==> config.mk <==
export PLATFORM = sky130hd
export DESIGN_NAME = scr_wr_ctrl
export DESIGN_NICKNAME = d
export VERILOG_FILES = /design/src/rtl/scr_wr_ctrl.sv
export SDC_FILE = /design/constraint.sdc
export NUM_CORES = 1
export LEC_CHECK = 0
export CAP_MARGIN = 0
export CORE_MARGIN = 2
export CORE_UTILIZATION = 50
export DETAILED_ROUTE_END_ITERATION = 8
export PLACE_DENSITY = 0.69
export SETUP_SLACK_MARGIN = 0.2
export SLEW_MARGIN = 20
export SYNTH_ARGS = -nofsm -noshare
export SYNTH_HDL_FRONTEND = slang
export SYNTH_SLANG_ARGS = --single-unit
==> constraint.sdc <==
create_clock -name clk -period 2.4 [get_ports clk]
set_input_delay 0.6 -clock clk [delete_from_list [all_inputs] [get_ports clk]]
set_output_delay 0.6 -clock clk [all_outputs]
set_load 0.01 [all_outputs]
==> src/rtl/scr_wr_ctrl.sv <==
// Screen RAM write engine: register-driven cursor writes with auto-increment/wrap,
// plus a hardware fill state machine that sweeps the whole screen with one value.
module scr_wr_ctrl #(
  parameter int unsigned ADDR_W    = 16,
  parameter int unsigned DATA_W    = 8,
  parameter int unsigned SCR_WORDS = 4800
) (
  input  logic              clk,
  input  logic              rst_n,
  input  logic              reg_we,
  input  logic [3:0]        reg_sel,
  input  logic [DATA_W-1:0] reg_wdata,
  output logic [DATA_W-1:0] reg_rdata,
  output logic              ram_we,
  output logic [ADDR_W-1:0] ram_addr,
  output logic [DATA_W-1:0] ram_wdata,
  output logic              busy
);

  localparam logic [3:0] SEL_DATA    = 4'd1;
  localparam logic [3:0] SEL_ADDR_LO = 4'd3;
  localparam logic [3:0] SEL_ADDR_HI = 4'd4;
  localparam logic [3:0] SEL_CTRL    = 4'd5;
  localparam logic [3:0] SEL_FILL    = 4'd6;
  localparam logic [3:0] SEL_CMD     = 4'd7;
  localparam logic [3:0] SEL_STATUS  = 4'd8;

  localparam logic [ADDR_W-1:0] LAST_ADDR = ADDR_W'(SCR_WORDS - 1);

  typedef enum logic {
    S_IDLE = 1'b0,
    S_FILL = 1'b1
  } state_e;

  state_e              state_q, state_d;
  logic [ADDR_W-1:0]   cnt_q, cnt_d;
  logic [ADDR_W-1:0]   cursor_q, cursor_d;
  logic [1:0]          ctrl_q, ctrl_d;
  logic [DATA_W-1:0]   fill_val_q, fill_val_d;
  logic [DATA_W-1:0]   fill_data_q, fill_data_d;
  logic                overrun_q, overrun_d;
  logic                ram_we_q, ram_we_d;
  logic [ADDR_W-1:0]   ram_addr_q, ram_addr_d;
  logic [DATA_W-1:0]   ram_wdata_q, ram_wdata_d;

  logic                wr_data, wr_lo, wr_hi, wr_ctrl, wr_fill, wr_cmd;
  logic                cmd_start, cmd_clr, cmd_abort, fill_last;
  logic [ADDR_W-1:0]   cursor_inc;

  assign wr_data   = reg_we && (reg_sel == SEL_DATA);
  assign wr_lo     = reg_we && (reg_sel == SEL_ADDR_LO);
  assign wr_hi     = reg_we && (reg_sel == SEL_ADDR_HI);
  assign wr_ctrl   = reg_we && (reg_sel == SEL_CTRL);
  assign wr_fill   = reg_we && (reg_sel == SEL_FILL);
  assign wr_cmd    = reg_we && (reg_sel == SEL_CMD);
  assign cmd_start = wr_cmd && reg_wdata[0];
  assign cmd_clr   = wr_cmd && reg_wdata[1];
  assign cmd_abort = wr_cmd && reg_wdata[2];
  assign fill_last = (cnt_q == LAST_ADDR);

  // wrap=1 folds the last screen location back to 0; otherwise natural rollover
  assign cursor_inc = (ctrl_q[1] && (cursor_q == LAST_ADDR)) ? '0 : cursor_q + ADDR_W'(1);

  // State register and all datapath registers
  always_ff @(posedge clk or negedge rst_n) begin
    if (!rst_n) begin
      state_q     <= S_IDLE;
      cnt_q       <= '0;
      cursor_q    <= '0;
      ctrl_q      <= 2'b11;
      fill_val_q  <= DATA_W'(8'h20);
      fill_data_q <= '0;
      overrun_q   <= 1'b0;
      ram_we_q    <= 1'b0;
      ram_addr_q  <= '0;
      ram_wdata_q <= '0;
    end else begin
      state_q     <= state_d;
      cnt_q       <= cnt_d;
      cursor_q    <= cursor_d;
      ctrl_q      <= ctrl_d;
      fill_val_q  <= fill_val_d;
      fill_data_q <= fill_data_d;
      overrun_q   <= overrun_d;
      ram_we_q    <= ram_we_d;
      ram_addr_q  <= ram_addr_d;
      ram_wdata_q <= ram_wdata_d;
    end
  end

  // Next-state logic
  always_comb begin
    state_d = state_q;
    cnt_d   = cnt_q;
    case (state_q)
      S_IDLE: begin
        if (cmd_start) begin
          state_d = S_FILL;
          cnt_d   = '0;
        end
      end
      S_FILL: begin
        cnt_d = cnt_q + ADDR_W'(1);
        if (fill_last || cmd_abort) begin
          state_d = S_IDLE;
        end
      end
      default: state_d = S_IDLE;
    endcase
  end

  // Output and register-file next values
  always_comb begin
    ram_we_d    = 1'b0;
    ram_addr_d  = ram_addr_q;
    ram_wdata_d = ram_wdata_q;
    cursor_d    = cursor_q;
    ctrl_d      = ctrl_q;
    fill_val_d  = fill_val_q;
    fill_data_d = fill_data_q;
    overrun_d   = overrun_q;

    if (wr_lo)   cursor_d[7:0]  = reg_wdata[7:0];
    if (wr_hi)   cursor_d[15:8] = reg_wdata[7:0];
    if (wr_ctrl) ctrl_d         = reg_wdata[1:0];
    if (wr_fill) fill_val_d     = reg_wdata;
    if (cmd_clr) overrun_d      = 1'b0;

    case (state_q)
      S_IDLE: begin
        if (wr_data) begin
          ram_we_d    = 1'b1;
          ram_addr_d  = cursor_q;
          ram_wdata_d = reg_wdata;
          if (ctrl_q[0]) cursor_d = cursor_inc;
        end
        if (cmd_start) fill_data_d = fill_val_q;
      end
      S_FILL: begin
        ram_we_d    = 1'b1;
        ram_addr_d  = cnt_q;
        ram_wdata_d = fill_data_q;
        if (wr_data)   overrun_d = 1'b1;
        // a completed sweep homes the cursor even over a concurrent address write
        if (fill_last) cursor_d  = '0;
      end
      default: ;
    endcase
  end

  // Combinational read-back
  always_comb begin
    reg_rdata = '0;
    case (reg_sel)
      SEL_ADDR_LO: reg_rdata = DATA_W'(cursor_q[7:0]);
      SEL_ADDR_HI: reg_rdata = DATA_W'(cursor_q[15:8]);
      SEL_CTRL:    reg_rdata = DATA_W'(ctrl_q);
      SEL_FILL:    reg_rdata = fill_val_q;
      SEL_STATUS:  reg_rdata = DATA_W'({overrun_q, busy});
      default:     reg_rdata = '0;
    endcase
  end

  assign busy      = (state_q == S_FILL);
  assign ram_we    = ram_we_q;
  assign ram_addr  = ram_addr_q;
  assign ram_wdata = ram_wdata_q;

endmodule

==> impl_metrics.ini, run 1 <==
[place]
dp_cells = 574
dpl.hpwl_mm = 7.85
place.port_buffers = 48
dp_slack_ns = -0.688
gp_congestion = 0.933

[drt]
drtIter0Drc = 222
via_per_inst = 5.94
vias = 3561
ant_nets = 0
drc = 0
wl_per_cell_um = 18.5
firstDrtPassIters = 7
drt_wl_total_mm = 11.1

[cells_and_area]
regArea_um2 = 1930
layout.nets = 509
final_util = 0.680
num-fill-cells = 614
multi_input_area_um2 = 1930
insertedDiodeCount = 0
syn_to_final_growth_pct = 31.8
final_cell_count_no_fill = 599
drive_gt1_frac = 0.252

[floorplan]
fp-row-count = 32
die_y_um = 93.1
chipWidth_um = 93.1
io_pins = 49
core_area_um2 = 7690
start_util = 0.516
fp.dieArea_um2 = 8660

[global_routing]
grt_usage = 0.272
overflow = 0
grt_max_degree = 48
grt_pass1_wl_mm = 18.2
antenna_found_initial = 0
grt_pass1_vias = 3526

[cts]
clk_pin_slew_ns = 0.07
cts-root-buf = clkbuf_8
clkSinkCount = 77
htreeDepth = 3
cts_tree = done
clock_path_buffers = 2
cts_buffers = 9
postCtsHoldBufs = 0
clock_latency_ns = 0.35

[pwr]
p_leak_nw = 2.45
power_density_nw_per_um2 = 861
irDropWorstVdd_mv = 0.424

[synthesis]
synth.largest_area_cell = dfrtp_1
netlist_instances = 400
yosys_warnings = 0
yosysSeqAreaShare = 0.487
synth_ff_type = dfrtp_1
synth.area.top_cells = dfrtp_1, mux2_2, mux2i_1, nand2_1, o21ai_0
synth_edf_count = 0
synth_seq_cells = 77
syn_area_per_cell_um2 = 9.91
synth_top_area_share = 0.467
async_flop_share = 1.00
synth_area_um2 = 3970
synth.distinct_cells = 52
synth_nets = 417

[timing]
rsz0062_at_grt = true
fin_crit_ns = 2.37
finClkSkew_ns = 0.00527
worst_slack_ns = 0.0270
setup_violations = 0
period_share = 0.989
timing.hold.ws_ns = 0.167
slew_violations = 0
fmax_mhz = 421
worst_pin_slew_ns = 0.605
tns_ns = 0
relSlewSlack = 0.595
finalHoldViolations = 0

[setup_path]
crit_arrival_ns = 1.77
cp-end-kind = output pin
worstPathMaxFanout = 4
crit_type = in -> out
r2r_start = cursor_q[11]
crit_path_start = reg_sel[0]
required_ns = 1.80
start_kind = input port

[worst_hold_path]
hold_path.class = in -> async

[job]
maxCapViolCount = 0

[run_status]
status = complete, no violations
[cells in the mapped netlist, drive strengths merged (3+ instances only)]
| master | number |
|---|---|
| a32oi | 5 |
| nor2 | 18 |
| nor3 | 3 |
| nand2 | 53 |
| a22o | 5 |
| or3 | 6 |
| dfstp | 3 |
| nand4 | 8 |
| xnor2 | 4 |
| a22oi | 9 |
| o21ai | 38 |
| mux2i | 22 |
| a222oi | 6 |
| dfrtp | 74 |
| nor4 | 5 |
| buf | 5 |
| and3 | 3 |
| inv | 13 |
| mux2 | 22 |
| nand3 | 31 |
| or2 | 4 |
| clkbuf | 17 |
| a21oi | 11 |
| and2 | 3 |
[power by group]
part	leakage, nW	switching, mW	internal [mW]	total [mW]
registers	0.967	0.386	1.67	2.06
logic	1.37	0.613	0.718	1.33
clock network	0.116	0.473	0.640	1.11
[worst paths after layout]
check,cells past startpoint,endpoint,slack [ns]
hold reg to reg,2,ram_wdata[4],0.48
setup reg to reg,6,cursor_q[9],0.30
setup / recovery,7,reg_rdata[7],0.03
hold / removal,1,fill_data_q[2],0.17
min in group clk,2,ram_wdata[4],0.48
max in group asynchronous,2,ctrl_q[0],1.59
[flip-flops by register name, indices dropped and copies added, names as in the netlist]
signal and count:
busy 1, cnt_q 16, ctrl_q 2, cursor_q 16, fill_data_q 8, fill_val_q 8
overrun_q 1, ram_addr 16, ram_wdata 8, ram_we 1
[worst max-delay path, stage by stage]
cell and delay [ns]:
buf_8 0.09, nor4bb_4 0.15, buf_4 0.15, buf_6 0.13, a222oi_1 0.43, inv_1 0.07, buf_2 0.15
[what timing repair did]
action / CTS / global route
pin swaps: 9 / 7
gates cloned: 0 / 1
setup endpoints to repair: 25 / 14
buffers inserted: 3 / 5
resized for setup: 68 / 9
[kinds of logic (layout without fill, tap and decap cells)]
logic type | Yosys count | count (layout) | synth area share
AND/OR/NAND/NOR | 152 | 152 | 0.201
multiplexers | 44 | 44 | 0.118
buffers and inverters | 35 | 132 | 0.0363
adder cells (fa/ha/maj) | 2 | 2 | 0.00631
AO/OA/AOI/OAI | 84 | 84 | 0.138
flip-flops | 77 | 77 | 0.487
XOR/XNOR | 6 | 6 | 0.0133
[per-stage QoR]
stage | total power, mW | cell area [um2]
CTS | 4.46 | 5130
detailed placement | 3.34 | 4870
global route | 4.77 | 5230
finish | 4.50 | 5230
global placement | 3.30 | 4870
floorplan | 2.64 | 3980
[cells in the final DEF, fill, tap and decap left out, types with 5 or more instances in the layout]
cell,n
nand3_1,31
a22o_1,5
inv_1,13
buf_6,7
a32oi_1,5
dfrtp_1,71
mux2i_1,22
mux2_2,22
nand4_1,8
buf_2,7
a21oi_1,11
o21ai_0,36
clkbuf_8,11
a22oi_1,9
a222oi_1,6
buf_4,47
nand2_1,53
buf_12,5
or3_1,6
nor2_1,17
clkdlybuf4s50_1,35
[layout make-up]
type                    count  area share
inverters                  13     0.00934
multi-input cells         288       0.370
well taps                 102      0.0244
flip-flops and latches     77       0.370
clock buffers              12      0.0297
clock inverters             4      0.0134
repair buffers            103       0.183
[per-layer routing]
layer / track usage / vias to the layer above / wire, um / part of all wire
met5: 0 / - / 0 / 0
met4: 0.0931 / 0 / 195 / 0.018
met3: 0.0427 / 22 / 736 / 0.066
met2: 0.425 / 151 / 5190 / 0.47
met1: 0.388 / 1735 / 4980 / 0.45
li1: - / 1653 / - / -
Note: power is estimated with default switching activity, not from simulation.
==> inputs of run 2 (changes only) <==
CAP_MARGIN = 25   (was 0)
CORE_UTILIZATION = 40   (was 50)
PLACE_DENSITY = 0.57   (was 0.69)
==> run 2 against run 1 <==
- the run now ends with negative setup slack left
- power fell by 1.8%
- clock skew rose by 0.0068 ns
- setup slack lost 0.045 ns
- critical path depth unchanged
- wire length grew 0.19%
- non-clock buffer count did not move
- register-to-register slack worse by 0.02 ns
- critical endpoint unchanged
- largest cell class unchanged
- largest power group unchanged
==> impl_metrics.ini, run 2 (synthesis results as in run 1) <==
[run_status]
status = finished with violations
failed_checks = negative setup slack

[floorplan]
io_pins = 49
die_y_um = 104
start_util = 0.409
fp.dieArea_um2 = 10700
chipWidth_um = 104
fp-row-count = 36
core_area_um2 = 9680

[cells_and_area]
final_cell_count_no_fill = 630
final_cell_mix = dfrtp_1, nand2_1, buf_4, o21ai_0, clkdlybuf4s50_1
layout_commonest_cell = dfrtp_1
num-fill-cells = 906
final_util = 0.539
insertedDiodeCount = 0
layout.nets = 509
syn_to_final_growth_pct = 31.6
drive_gt1_frac = 0.245

[cts]
cts-root-buf = clkbuf_8
clock_path_buffers = 2
postCtsHoldBufs = 0
clk_pin_slew_ns = 0.09
cts_buffers = 9
clkSinkCount = 77
htreeDepth = 3
cts_tree = done
clock_latency_ns = 0.35

[global_routing]
grt_pass1_vias = 3351
overflow = 0
grt_usage = 0.213
grt_pass1_wl_mm = 18.1
antenna_found_initial = 0
grt_max_degree = 33

[drt]
wl_per_cell_um = 17.7
drc = 0
drtIter0Drc = 175
drt_wl_total_mm = 11.1
vias = 3511
via_per_inst = 5.57
firstDrtPassIters = 5
ant_nets = 0

[setup_path]
worstPathMaxFanout = 4
crit_buf_inv = 5
critPathTopFamily = buffers and inverters
start_kind = input port
crit_arrival_ns = 1.82
required_ns = 1.80
cpMostUsedCell = buf_4
path_depth = 7
crit_type = in -> out
crit_slowest_cell = a222oi_1
reg2regPathDepth = 8
path_cells = buf_8 > nor4b_4 > buf_4 > a222oi_1 > buf_4 > inv_2 > buf_6
cpPeakStageDelay_ns = 0.51
cp-end-kind = output pin

[place]
place.port_buffers = 48
dp_cells = 606
gp_congestion = 0.908
dpl.hpwl_mm = 8.16

[timing]
finalHoldViolations = 0
fmax_mhz = 414
rsz0062_at_grt = true
finClkSkew_ns = 0.0121
worst_pin_slew_ns = 0.598
worst_slack_ns = -0.0183
period_share = 1.01
relSlewSlack = 0.600
fin_crit_ns = 2.42
setup_violations = 1
slew_violations = 0

[pwr]
power_density_nw_per_um2 = 847
irDropWorstVdd_mv = 0.399
p_leak_nw = 2.43

[job]
maxCapViolCount = 0

[worst_hold_path]
hold_path.class = in -> async
run 2: power breakdown:
part           total, mW  switching (mW)  internal (mW)
clock               1.08           0.498          0.587
combinational       1.30           0.612          0.689
sequential          2.03           0.366           1.67
total               4.42            1.48           2.94
run 2: path summary, 6_finish.rpt:
kind	startpoint	endpoint	slack, ns
max	reg_sel[2]	reg_rdata[7]	-0.02
min	rst_n	cnt_q[8]	0.18
max reg2reg	cnt_q[11]	cursor_q[9]	0.28
min reg2reg	fill_data_q[3]	ram_wdata[3]	0.48
max in group asynchronous	rst_n	ctrl_q[0]	1.56
min in group clk	fill_data_q[3]	ram_wdata[3]	0.48
run 2: layout make-up:
class	instances	area, um2	area share
Sequential cell	77	1930	0.370
Timing Repair Buffer	103	925	0.177
Inverter	13	48.8	0.00935
Multi-Input combinational cell	288	1930	0.370
Clock inverter	6	87.6	0.0168
Tap cell	133	166	0.0319
Clock buffer	10	128	0.0245
run 2: metal layers:
metal	part of all wire	track usage	vias up
li1	-	-	1662
met1	0.48	0.313	1724
met3	0.057	0.0327	9
met4	0.0098	0.0569	0
met5	0	0	-
met2	0.46	0.329	116
run 2: repair_timing:
action | in CTS | in global routing
cloned | 0 | 0
endpoints found under the setup margin | 24 | 14
gates resized for setup | 64 | 5
pin swaps | 6 | 3
setup buffers | 7 | 1
run 2: metrics by stage:
| step | hold WS, ns | TNS (ns) | power, mW | setup slack, ns | instance area (um2) |
|---|---|---|---|---|---|
| after global placement | 0.465 | -12.41 | 3.33 | -0.812 | 4910 |
| final | 0.179 | -0.0183 | 4.42 | -0.0183 | 5220 |
| after global routing | 0.184 | 0 | 4.69 | 0.0204 | 5220 |
| after CTS | 0.170 | 0 | 4.44 | 0.0345 | 5190 |
| after floorplan | 0.304 | 0 | 2.64 | 0.216 | 3980 |
| after detailed placement | 0.468 | -13.12 | 3.35 | -0.753 | 4910 |
